### src/rtl/wallace_operand_packer.sv
// Packs a serial valid/ready stream of W-bit operands into N-slot vectors for the Wallace adder tree.
// Optional feature macro: WALLACE_OPERAND_PACKER_SUM_EN adds a registered out_sum of all slots.
module wallace_operand_packer #(
    parameter int W = 32,
    parameter int N = 4,
    localparam int CW = $clog2(N + 1)
) (
    input  logic              clk,
    input  logic              rst,
    input  logic              in_vld,
    output logic              in_rdy,
    input  logic [W-1:0]      in_data,
    input  logic              in_last,
    output logic              out_vld,
    input  logic              out_rdy,
    output logic [W*N-1:0]    out_data,
    output logic [CW-1:0]     out_count
`ifdef WALLACE_OPERAND_PACKER_SUM_EN
    ,
    output logic [W-1:0]      out_sum
`endif
);

    localparam int PW = $clog2(N);

    typedef enum logic {
        FILL = 1'b0,
        FULL = 1'b1
    } state_t;

    state_t          r_state;
    state_t          w_stateNext;
    logic [PW-1:0]   r_ptr;
    logic [PW-1:0]   w_ptrNext;
    logic [PW-1:0]   w_slot;
    logic [W*N-1:0]  r_buf;
    logic [W*N-1:0]  w_bufNext;
    logic [CW-1:0]   r_count;
    logic [CW-1:0]   w_countNext;
    logic            w_inXfer;
    logic            w_outXfer;

    assign in_rdy    = (r_state == FILL) | out_rdy;
    assign out_vld   = (r_state == FULL);
    assign out_data  = r_buf;
    assign out_count = r_count;
    assign w_inXfer  = in_vld & in_rdy;
    assign w_outXfer = (r_state == FULL) & out_rdy;

    // An operand arriving while FULL can only be taken alongside a drain, so it always starts a fresh vector in slot 0.
    assign w_slot = (r_state == FULL) ? '0 : r_ptr;

    always_comb begin
        w_bufNext   = w_outXfer ? '0 : r_buf;
        w_stateNext = r_state;
        w_ptrNext   = r_ptr;
        w_countNext = r_count;
        if (w_inXfer) begin
            for (int k = 0; k < N; k++) begin
                if (PW'(k) == w_slot) begin
                    w_bufNext[k*W +: W] = in_data;
                end
            end
        end
        case (r_state)
            FILL: begin
                if (w_inXfer) begin
                    if (r_ptr == PW'(N - 1) || in_last) begin
                        w_stateNext = FULL;
                        w_countNext = CW'(r_ptr) + CW'(1);
                        w_ptrNext   = '0;
                    end else begin
                        w_ptrNext = r_ptr + PW'(1);
                    end
                end
            end
            FULL: begin
                if (w_outXfer) begin
                    if (w_inXfer && in_last) begin
                        w_countNext = CW'(1);
                        w_ptrNext   = '0;
                    end else if (w_inXfer) begin
                        w_stateNext = FILL;
                        w_ptrNext   = PW'(1);
                    end else begin
                        w_stateNext = FILL;
                        w_ptrNext   = '0;
                    end
                end
            end
            default: w_stateNext = FILL;
        endcase
    end

    always_ff @(posedge clk) begin
        if (rst) begin
            r_state <= FILL;
            r_ptr   <= '0;
            r_buf   <= '0;
            r_count <= '0;
        end else begin
            r_state <= w_stateNext;
            r_ptr   <= w_ptrNext;
            r_buf   <= w_bufNext;
            r_count <= w_countNext;
        end
    end

`ifdef WALLACE_OPERAND_PACKER_SUM_EN
    logic [W-1:0] w_sumNext;
    logic [W-1:0] r_sum;

    // Summing the next-buffer value keeps out_sum aligned with out_data without an extra stage.
    wallace_operand_adder #(.W(W), .N(N)) u_adder (
        .i_operands(w_bufNext),
        .o_sum     (w_sumNext)
    );

    always_ff @(posedge clk) begin
        if (rst) begin
            r_sum <= '0;
        end else begin
            r_sum <= w_sumNext;
        end
    end

    assign out_sum = r_sum;
`endif

endmodule

`ifdef WALLACE_OPERAND_PACKER_SUM_EN
// Combinational multi-operand adder: sum of N W-bit slots, modulo 2^W.
module wallace_operand_adder #(
    parameter int W = 32,
    parameter int N = 4
) (
    input  logic [W*N-1:0] i_operands,
    output logic [W-1:0]   o_sum
);

    logic [W-1:0] w_acc;

    always_comb begin
        w_acc = '0;
        for (int k = 0; k < N; k++) begin
            w_acc = w_acc + i_operands[k*W +: W];
        end
    end

    assign o_sum = w_acc;

endmodule
`endif

### config.mk
export PLATFORM = sky130hd
export DESIGN_NAME = wallace_operand_packer
export DESIGN_NICKNAME = d
export VERILOG_FILES = /design/src/rtl/wallace_operand_packer.sv
export SDC_FILE = /design/constraint.sdc
export NUM_CORES = 1
export LEC_CHECK = 0
export CORE_MARGIN = 2
export CORE_UTILIZATION = 45
export DETAILED_ROUTE_END_ITERATION = 8
export MAX_ROUTING_LAYER = met4
export PLACE_DENSITY = 0.8
export SYNTH_ARGS = -nofsm -noshare
export SYNTH_HDL_FRONTEND = slang
export SYNTH_HIERARCHICAL = 1
export SYNTH_SLANG_ARGS = --single-unit
### constraint.sdc
create_clock -name clk -period 1.8 [get_ports clk]
set_input_delay 0.18 -clock clk [delete_from_list [all_inputs] [get_ports clk]]
set_output_delay 0.18 -clock clk [all_outputs]
set_load 0.05 [all_outputs]
## Word-level counts from Yosys, hierarchy flattened

Index checks and enable logic that the tools add are counted.

| storage, ports and cells | value |
|---|---|
| flip-flop bits (word level) | 134 |

| operators by class | value |
|---|---|
| $add $sub $neg | 2 |
| equal/unequal tests | 8 |
| muxes and demuxes | 23 |
| bitwise logic cells | 4 |
| reductions and logical operators | 5 |

Operators by type and width:

| kind | count |
|---|---|
| $mux 128 | 2 |
| $mux 32 | 4 |
| $mux 3 | 4 |
| $mux 2 | 4 |
| $mux 1 | 6 |
| $ne 2x1->1 const B | 3 |
| $pmux 3 s2 | 1 |
| $eq 2x2->1 const A | 2 |
| $pmux 2 s2 | 1 |
| $reduce_and 4->1 | 1 |
| $add 2x1->3 const B | 1 |
| $add 2x1->2 const B | 1 |
| $and 1x1->1 | 2 |
| $eq 1x2->1 const A | 1 |
| $eq 2x2->1 const B | 1 |
| $logic_not 2->1 | 1 |
| $ne 2x2->1 const B | 1 |
| $pmux 1 s2 | 1 |
| $reduce_and 2->1 | 1 |
| $logic_and 1x1->1 | 1 |
| $logic_or 1x1->1 | 1 |
| $not 1->1 | 1 |
| $or 1x1->1 | 1 |

## Logic depth before layout (Yosys ltp)

Gate-level depths: netlist of the first run.

| depth | value |
|---|---|
| depth in word-level cells | 7 |
| mapped depth | 6 |

## Least setup slack after synthesis of the first run

No wires, ideal clock.

| timing | value |
|---|---|
| path type | register -> register |
| from | register r_state (netlist: out_vld) |
| to | register r_count[2] (netlist: out_count[2]) |
| library setup time | 71 ps |
| arrival | 1,723 ps |
| required time | 1,729 ps |
| slack | 6 ps |
| cell stages (with the launch flop) | 5 |
| path buffers | 1 |
| clock period less this slack | 1,794 ps |
| cell sequence | dfxtp_1 -> buf_6 -> nand2b_1 -> a31o_2 -> a21oi_1 |

| between the ends | value |
|---|---|
| longest elaborated chain between the ends | 6 |

RTL lines:

| element | line | source |
|---|---|---|
| start, declared | 31 | `state_t r_state;` |
| start signal, assigned | 102 | `r_state <= w_stateNext;` |
| $not 1->1 (*) | - |  |
| $or 1x1->1 (*) | 43 | `assign in_rdy = (r_state == FILL) \| out_rdy;` |
| named net in_rdy | 11 | `output logic in_rdy,` |
| $and 1x1->1 (*) | 47 | `assign w_inXfer = in_vld & in_rdy;` |
| $logic_and 1x1->1 | 79 | `if (w_inXfer && in_last) begin` |
| $ne 2x1->1 (no line) | - |  |
| $reduce_and 4->1 (no line) (*) | - |  |
| end signal, assigned | 105 | `r_count <= w_countNext;` |
| end, declared | 38 | `logic [CW-1:0] r_count;` |

Mark *: on every way through the listed nets, which the timed path passes. The rest lies on a longest branch.
A chain may end at the register's enable or synchronous reset.

## Worst setup path in the final report of the first run

| timing | value |
|---|---|
| from | register r_state (netlist: out_vld) |
| to | output port in_rdy |

| between the ends | value |
|---|---|
| longest elaborated chain between the ends | 2 |

RTL lines:

| element | line |
|---|---|
| $not 1->1 | - |
| $or 1x1->1 | 43 |
| end, declared | 11 |

Every way passes these cells.

==> impl_results.md, run 1 <==
* Yosys reg bits at 134
* CTS tree: done
* Final Hold Viols at 0
* Final WL at 14,100 um
* Clock skew at 8.22 ps
* # setup viols final at 0
* RSZ-0062 raised after global routing: no
* Worst EP arrival at 1530 ps
* Synth Cell Area at 0.00491 mm2
* Post-synth top area share at 54.6%
* Seq pwr share at 42.6%
* Clock buffer count from CTS at 17
* Pleak at 3.17 nW
* DR DRC count at 0
* Sequential share of the synthesized area at 54.6%
* Initial Utilization at 45.7%
* WL/cell at 16.7 um
* Largest net degree at the start of global routing at 65
* Setup Crit Path Kind: flip-flop to output port
* Post-CTS Setup Bufs at 0
* Input/output buffers at 169
* Layout cell share with drive strength beyond 1 at 11.0%
* CP required at 1620 ps
* Nets at 727
* Area grow syn2layout at 45.9%
* Metal-1 WL at 5820 um
* Startpoint Class: flip-flop
* Worst slew pin tran at 564 ps
* RePlAce Congestion at 0.858
* Crit path time final at 1710 ps
* Int Power at 0.00532 W
* Routed Antenna Nets at 0
* Fillcell total at 946
* First-pass GRT wire length at 21,900 um
* Combinational share of power at 11.5%
* DR top layer: met4
* Avg Cell Area, Syn at 9.26 um2
* Status: complete, no violations
* Fin. max-slew vios at 0
* Metal2 WL at 6950 um
* Sw frac at 26.8%
* Reg clk slew, reported paths at 60 ps
* Overall power at 0.00727 W
* WL met3 at 1020 um
* DR iter-0 viols at 270
* Vias at 4,488
* Max cap viols at 0
* Fin crit share at 95.2%
* CTS Buffer Depth at 2
* Max_slew headroom at 62.5%
* I/O Pins at 170
* Initial antenna violation count at 0
* Number of global-route vias before repair at 4,361
* H-tree depth at 4
* Highest clock rate at 584 MHz
* Peak supply drop at 0.529 mV
* Leading area contributor after synthesis: dfxtp_1
* First-pass detailed-route iteration total at 4
* Post-Syn Nets at 569
* HPWL Detailed at 9940 um
* Die height at 109 um
* Share of total power in the clock network at 45.9%
* Global route overflow at 0
* Layout Cells excl Fill at 843
* Die area at 0.0118 mm2
* GRT Total Usage at 25.0%
* Dpl cells at 810
* Setup crit end kind: output port
* Core box area at 0.0107 mm2
* Clock latency on the worst-skew pair at 520 ps
* Clock Sinks at 134
* Root Buffer: clkbuf_8
* Cell variety after synth at 28
* Net Switching at 0.00195 W
* Ranking of synthesized cells by area: dfxtp_1 (55%), nand3_1 (10%), o21ai_0 (5.5%)
* Width of the die at 109 um
* Largest fanout on the critical path at 9
* Total Neg Setup Slack at 0 ps
* Vias/cell at 5.32
* WHS at 167 ps
* Pwr/cell area at 1010 mW/mm2
* Syn. warnings at 6
* Cell count after synthesis at 531
* Std-Cell Rows at 38
* Min-delay worst type: input pin to flip-flop
cell usage after synthesis:
| cell type | number |
|---|---|
| nand3b_1 | 1 |
| nand2_1 | 56 |
| mux2i_1 | 11 |
| clkbuf_1 | 14 |
| a2bb2o_1 | 1 |
| inv_1 | 3 |
| buf_2 | 25 |
| nand4b_2 | 1 |
| a211o_1 | 1 |
| nand3_1 | 100 |
| dfxtp_1 | 134 |
| a21oi_1 | 43 |
| and4bb_2 | 2 |
| o211ai_1 | 1 |
| o21ai_0 | 54 |
| nor2b_1 | 3 |
| or3_1 | 2 |
| a31o_2 | 1 |
| a21oi_2 | 7 |
| nand4bb_1 | 2 |
| nor4b_4 | 1 |
| nor2_1 | 1 |
| buf_6 | 4 |
| ha_1 | 1 |
| a31oi_2 | 1 |
| nand2b_1 | 34 |
| o2bb2ai_1 | 21 |
| buf_4 | 6 |
flip-flops by register name, summed over array words and instances, names as in the netlist:
| name | count |
|---|---|
| out_data | 128 |
| out_vld | 1 |
| r_ptr | 2 |
| out_count | 3 |
layout make-up:
| cell class | instances | area [um2] | share of cell area [%] |
|---|---|---|---|
| Antenna cell | 1 | 2.50 | 0.0349 |
| Clock buffer | 17 | 414 | 5.78 |
| Clock inverter | 15 | 166 | 2.32 |
| Inverter | 3 | 11.3 | 0.157 |
| Multi-Input combinational cell | 345 | 1990 | 27.7 |
| Sequential cell | 134 | 2680 | 37.4 |
| Tap cell | 140 | 175 | 2.44 |
| Timing Repair Buffer | 188 | 1730 | 24.1 |
logic make-up (layout without fill, tap and decap cells):
family	count (synthesis)	count (layout)	share of synthesized area, %
and+or+nand+nor	203	203	21.4
AOI/OAI and AO/OA	130	130	15.8
adders and majority gates	1	1	0.255
other	0	1	0
buffers and inverters	52	223	5.68
muxes	11	11	2.24
DFF	134	134	54.6
cell usage in the layout (no fill, tap or decap), types with 3 or more instances in the layout:
master and count:
buf_4 20, inv_1 3, clkinvlp_4 3, buf_12 6
clkbuf_16 16, a21oi_1 42, nand2_1 56, nand2b_1 34
dfxtp_1 133, inv_6 6, mux2i_1 11, clkdlybuf4s50_1 35
o21ai_0 54, a21oi_2 7, clkinv_4 3, nand3_1 100
o2bb2ai_1 21, dlygate4sd2_1 126
through the flow:
stage                     instance area (um2)  setup slack (ps)  util (%)
after floorplan                          4910              5.56         -
after global placement                   6740               218      62.7
after detailed placement                 6740               160      62.7
after CTS                                7170              61.6      66.7
after global routing                     7170              17.6      66.7
final                                    7170              86.6      66.7
final timing paths:
path                                   start      endpoint  slack, ps  cells past startpoint
worst max-delay path                 out_vld        in_rdy         90                      3
worst min-delay path                     rst  out_data[63]        170                      3
worst max register to register      r_ptr[0]      r_ptr[0]        230                      4
worst min register to register  out_data[23]  out_data[23]        460                      1
per-layer routing:
| layer | vias up | global-route usage [%] |
|---|---|---|
| li1 | 2176 | - |
| met1 | 2129 | 29.7 |
| met2 | 156 | 39.2 |
| met3 | 27 | 7.17 |
| met4 | 0 | 11.6 |
| met5 | - | - |
power by group through the flow:
stage	clock, W	combinational (W)	sequential, W
after floorplan	0	0.000265	0.00342
after global placement	0	0.000872	0.00316
after detailed placement	0	0.000883	0.00316
after CTS	0.00339	0.000838	0.00310
after global routing	0.00353	0.000881	0.00311
final	0.00334	0.000835	0.00310
critical path, stage by stage, from the launching register on:
cell      delay (ps)
dfxtp_2          470
buf_4            210
nand2b_1         150
buf_12           190
timing repair:
action / in CTS / in global routing
resized for setup: 127 / 0
hold buffers: 0 / 0
endpoints found under the hold margin: 0 / 0
setup endpoints to repair: 127 / 0
Note: power is estimated with default switching activity, not from simulation.
==> run 2, diff against run 1 <==
--- a/config.mk
+++ b/config.mk
@@ -10,6 +10,7 @@
 export DETAILED_ROUTE_END_ITERATION = 8
 export MAX_ROUTING_LAYER = met4
 export PLACE_DENSITY = 0.8
+export SETUP_SLACK_MARGIN = 0.05
 export SYNTH_ARGS = -nofsm -noshare
 export SYNTH_HDL_FRONTEND = slang
 export SYNTH_HIERARCHICAL = 1
==> impl_results.md, run 2 (synthesis gave the netlist of run 1 again) <==
* Status: complete, no violations
* Max FFs per register at 128 (unchanged)
* Fin crit share at 90.9% (-4.3 points)
* # setup viols final at 0 (unchanged)
* DR DRC count at 0 (unchanged)
* Area grow syn2layout at 45.9% (unchanged)
* CTS tree: done
* Worst EP arrival at 1460 ps (-70 ps)
* First-pass GRT wire length at 22,000 um (+0.22%)
* Int Power at 0.00541 W (+1.7%)
* Nets at 729 (+0.28%)
* Combinational share of power at 11.4% (about the same)
* Layout cell share with drive strength beyond 1 at 10.7% (-0.28 points)
* Pleak at 3.18 nW (+0.33%)
* Global route overflow at 0 (unchanged)
* First-pass detailed-route iteration total at 5 (+1)
* Top delay family on crit path: flip-flops
* Vias/cell at 5.38 (+1.0%)
* Max cap viols at 0 (unchanged)
* RePlAce Congestion at 0.864 (+0.69%)
* Worst r2r src: r_ptr[0]
* Vias at 4,528 (+0.89%)
* Diodes inserted at 0 (-1)
* Seq pwr share at 42.6% (about the same)
* Die area at 0.0118 mm2 (unchanged)
* Net Switching at 0.00187 W (-4.4%)
* WP buf/inv at 1 (-1)
* Post-CTS Setup Bufs at 0 (unchanged)
* Crit path cell chain: nand2b_1 -> buf_12
* Commonest cells after routing, fill and taps aside: dfxtp_1 (133), dlygate4sd2_1 (127), nand3_1 (100)
* Worst path max stage delay at 530 ps (+60 ps)
* Core box area at 0.0107 mm2 (unchanged)
* Fillcell total at 940 (-0.63%)
* Clock buffer count from CTS at 17 (unchanged)
* Setup Crit Path Kind: flip-flop to output port
* Highest clock rate at 611 MHz (+4.7%)
* Initial Utilization at 45.7% (unchanged)
* Largest fanout on the critical path at 15 (+6)
* Fin. max-slew vios at 0 (unchanged)
* Initial antenna violation count at 0 (unchanged)
* CP required at 1620 ps (about the same)
* Width of the die at 109 um (unchanged)
* HPWL Detailed at 9800 um (-1.5%)
* Share of total power in the clock network at 46.0% (about the same)
* Final Util at 66.7% (unchanged)
* Total Neg Setup Slack at 0 ps (unchanged)
* Clock skew at 8.10 ps (-0.121 ps)
* Sw frac at 25.7% (-1.2 points)
* Input/output buffers at 169 (unchanged)
* Setup crit end kind: output port
* Peak supply drop at 0.630 mV (+19%)
* I/O Pins at 170 (unchanged)
* Pwr/cell area at 1020 mW/mm2 (about the same)
* Final Hold Viols at 0 (unchanged)
* Routed Antenna Nets at 0 (unchanged)
* Hold wc startpoint: rst
* Critical Path Source: out_vld
* Slowest cell on crit path: dfxtp_2
* Root Buffer: clkbuf_8
* Clock latency on the worst-skew pair at 500 ps (-20 ps)
* # hold bufs at CTS at 0 (unchanged)
* Startpoint Class: flip-flop
* DR iter-0 viols at 233 (-14%)
* RSZ-0062 raised after global routing: no
* Final WL at 13,900 um (-1.5%)
* WL/cell at 16.5 um (-1.4%)
* Number of global-route vias before repair at 4,378 (+0.39%)
* Most common cell after layout, fill and taps aside: dfxtp_1
* Die height at 109 um (unchanged)
* GRT Total Usage at 24.5% (-0.56 points)
* Reg clk slew, reported paths at 60 ps (about the same)
* H-tree depth at 4 (unchanged)
* CTS Buffer Depth at 2 (unchanged)
* Worst slew pin tran at 543 ps (-21.6 ps)
* Crit path time final at 1640 ps (-77.3 ps)
* Clock Sinks at 134 (unchanged)
* Max_slew headroom at 64.0% (+1.4 points)
* Std-Cell Rows at 38 (unchanged)
* Min-delay worst type: input pin to flip-flop
* Largest net degree at the start of global routing at 65 (unchanged)
run 2: cell types whose count changed in the layout (fill, tap and decap cells not counted), sizes merged:
cell,change
buf,+1
bufinv,+1
clkinv,+1
clkinvlp,+1
diode,-1
dlygate4sd2,+1
inv,-5
run 2: path summary, 6_finish.rpt:
path / end / slack, ps / cells after the start
setup / recovery: in_rdy / 160 / 2
hold / removal: out_data[55] / 60 / 2
setup reg to reg: r_ptr[0] / 290 / 4
hold reg to reg: out_data[9] / 460 / 2
run 2: final cells by class:
| cell class | count | area (um2) | area share (%) |
|---|---|---|---|
| Multi-Input combinational cell | 345 | 1980 | 27.6 |
| Clock inverter | 13 | 158 | 2.20 |
| Inverter | 3 | 11.3 | 0.157 |
| Timing Repair Buffer | 190 | 1750 | 24.3 |
| Tap cell | 140 | 175 | 2.44 |
| Clock buffer | 17 | 414 | 5.78 |
| Sequential cell | 134 | 2680 | 37.4 |
run 2: through the flow:
| step | instance area [um2] | power (W) | worst slack [ps] | hold WS, ps | instances |
|---|---|---|---|---|---|
| finish | 7170 | 0.00728 | 164 | 58.0 | 842 |
| global route | 7170 | 0.00752 | 82.1 | 52.5 | 842 |
| CTS | 7170 | 0.00734 | 142 | 38.0 | 842 |
| detailed placement | 6760 | 0.00405 | 132 | 446 | 812 |
| global placement | 6760 | 0.00403 | 159 | 444 | 812 |
| floorplan | 4920 | 0.00369 | 227 | 316 | 531 |
run 2: timing repair:
| item | in CTS | in global routing |
|---|---|---|
| hold endpoints to repair | 0 | 0 |
| resized for setup | 127 | 0 |
| endpoints found under the setup margin | 127 | 0 |
run 2: power groups by stage:
stage	clock network, W	logic [W]	registers, W
global placement	0	0.000872	0.00316
CTS	0.00340	0.000836	0.00310
finish	0.00335	0.000833	0.00310
detailed placement	0	0.000883	0.00316
floorplan	0	0.000265	0.00342
global route	0.00353	0.000878	0.00311
run 2: routing by layer:
layer	track usage, %	share of wire [%]
met1	29.4	43
met2	40.0	50
met3	5.97	5.8
met4	8.70	1.8
met5	-	0
==> run 3, diff against run 2 <==
--- a/config.mk
+++ b/config.mk
@@ -6,10 +6,10 @@
 export NUM_CORES = 1
 export LEC_CHECK = 0
 export CORE_MARGIN = 2
-export CORE_UTILIZATION = 45
+export CORE_UTILIZATION = 41
 export DETAILED_ROUTE_END_ITERATION = 8
 export MAX_ROUTING_LAYER = met4
-export PLACE_DENSITY = 0.8
+export PLACE_DENSITY = 0.76
 export SETUP_SLACK_MARGIN = 0.05
 export SYNTH_ARGS = -nofsm -noshare
 export SYNTH_HDL_FRONTEND = slang
==> constraint.sdc (replaced) <==
create_clock -name clk -period 1.43 [get_ports clk]
set_input_delay 0.143 -clock clk [delete_from_list [all_inputs] [get_ports clk]]
set_output_delay 0.143 -clock clk [all_outputs]
set_load 0.05 [all_outputs]
==> impl_results.md, run 3 (synthesis gave the netlist of run 1 again) <==
* Die height at 113 um (+4.6%)
* Setup crit end kind: flip-flop
* Seq pwr share at 41.5% (-1.1 points)
* Reg clk slew, reported paths at 60 ps (about the same)
* Width of the die at 113 um (+4.6%)
* Clock skew at 12.6 ps (+4.53 ps)
* Routed Antenna Nets at 0 (unchanged)
* Fin crit share at 96.6%
* Status: complete, no violations
* HPWL Detailed at 10,300 um (+5.3%)
* Dpl cells at 827 (+1.8%)
* Global route overflow at 0 (unchanged)
* Clock buffer count from CTS at 17 (unchanged)
* Startpoint Class: flip-flop
* I/O Pins at 170 (unchanged)
* Root Buffer: clkbuf_16
* Sw frac at 25.5% (-0.11 points)
* Clock latency on the worst-skew pair at 410 ps (-90 ps)
* Most common cell after layout, fill and taps aside: buf_4
* Layout Cells excl Fill at 864 (+2.6%)
* Layout cell share with drive strength beyond 1 at 32.2% (+21 points)
* Worst slew pin tran at 310 ps (-232 ps)
* Min-delay worst type: input pin to flip-flop
* Crit path time final at 1380 ps
* Input/output buffers at 169 (unchanged)
* Setup Crit Path Kind: flip-flop to flip-flop
* Max_slew headroom at 79.2% (+15 points)
* Largest fanout on the critical path at 22 (+7)
* First-pass detailed-route iteration total at 5 (unchanged)
* Combinational share of power at 12.6% (+1.2 points)
* Max FFs per register at 128 (unchanged)
* RSZ-0062 raised after global routing: yes
* DR DRC count at 0 (unchanged)
* # hold bufs at CTS at 0 (unchanged)
* RePlAce Congestion at 0.866 (+0.21%)
* DR iter-0 viols at 345 (+48%)
* Highest clock rate at 724 MHz
* Top delay family on crit path: simple AND/OR/NAND/NOR gates
* Pleak at 3.02 nW (-5.0%)
* Share of total power in the clock network at 45.9% (about the same)
* Vias at 4,655 (+2.8%)
* Int Power at 0.00701 W (+30%)
* Crit path cell chain: buf_4 -> and4bb_2 -> buf_12 -> nand2_1 -> a21oi_1
* Largest net degree at the start of global routing at 54 (-17%)
* Clock Sinks at 134 (unchanged)
* Overall power at 0.00942 W (+29%)
* Fin. max-slew vios at 0 (unchanged)
* Final Util at 63.8% (-2.9 points)
* Diodes inserted at 0 (unchanged)
* GRT Total Usage at 23.6% (-0.83 points)
* Final WL at 15,400 um (+11%)
* WP buf/inv at 2 (+1)
* Core box area at 0.0116 mm2 (+7.6%)
* Area grow syn2layout at 50.1%
* First-pass GRT wire length at 23,100 um (+5.1%)
* H-tree depth at 4 (unchanged)
* Worst path max stage delay at 370 ps (-160 ps)
* Slowest cell on crit path: dfxtp_4
* CTS Buffer Depth at 2 (unchanged)
* CP required at 1760 ps (+140 ps)
* Initial antenna violation count at 0 (unchanged)
* Final Hold Viols at 0 (unchanged)
* Max cap viols at 0 (unchanged)
* Die area at 0.0129 mm2 (+9.4%)
* Pwr/cell area at 1280 mW/mm2 (+26%)
* Peak supply drop at 0.803 mV (+27%)
* Commonest cells after routing, fill and taps aside: buf_4 (153), dfxtp_1 (131), nand3_1 (100)
* Number of global-route vias before repair at 4,467 (+2.0%)
* # setup viols final at 0 (unchanged)
* Vias/cell at 5.39 (+0.19%)
* Initial Utilization at 42.5% (-3.2 points)
* WL/cell at 17.8 um (+8.2%)
* CTS tree: done
* Std-Cell Rows at 39 (+2.6%)
* Net Switching at 0.00241 W (+29%)
* Worst EP arrival at 1710 ps (+250 ps)
* Nets at 748 (+2.6%)
run 3: final cells by class:
cell class	count	area [um2]
Clock buffer	22	485
Inverter	3	11.3
Clock inverter	8	97.6
Multi-Input combinational cell	345	2040
Sequential cell	134	2690
Timing Repair Buffer	209	1880
Tap cell	143	179
Fill cell	962	4190
run 3: power groups by stage:
stage | Sequential, W | Clock [W] | Combinational [W]
2_1_floorplan | 0.00431 | 0 | 0.000334
3_3_place_gp | 0.00399 | 0 | 0.00111
3_5_place_dp | 0.00399 | 0 | 0.00113
4_1_cts | 0.00391 | 0.00435 | 0.00115
5_1_grt | 0.00392 | 0.00453 | 0.00124
6_report | 0.00391 | 0.00433 | 0.00118
run 3: worst reg2reg max path: cells and delay by family, from the launching register on:
family | cells | cell delay, ps
AND/OR/NAND/NOR | 2 | 430
flip-flops | 1 | 370
buffers and inverters | 2 | 350
AO/OA/AOI/OAI | 1 | 150
run 3: metrics by stage:
stage | worst slack [ps] | cell area (um2) | hold slack [ps] | TNS, ps
finish | 49.0 | 7380 | 251 | 0
floorplan | 80.5 | 4920 | 279 | 0
global placement | -125 | 6630 | 447 | -12540
global route | 0.385 | 7380 | 252 | 0
detailed placement | -211 | 6630 | 453 | -18820
CTS | 24.7 | 7250 | 229 | 0
run 3: layer usage:
metal  routed length (um)  vias to the layer above  global-route usage, %
met3                 1010                       21                   6.11
met2                 7520                      175                   38.5
met5                    0                        -                      -
li1                     -                     2215                      -
met1                 6570                     2244                   28.5
met4                  280                        0                   8.37
run 3: timing repair:
item | CTS | global route
endpoints found under the setup margin | 16 | 60
gates resized for setup | 3 | 17
buffers inserted | 5 | 0
cloned | 0 | 2
pin swaps | 0 | 2
run 3: path summary, 6_finish.rpt:
| kind | slack (ps) | start | cells after the start | to |
|---|---|---|---|---|
| max | 50 | out_vld | 5 | out_data[51] |
| min | 250 | out_rdy | 3 | out_vld |
| max reg2reg | 50 | out_vld | 5 | out_data[51] |
| min reg2reg | 460 | out_data[17] | 1 | out_data[17] |
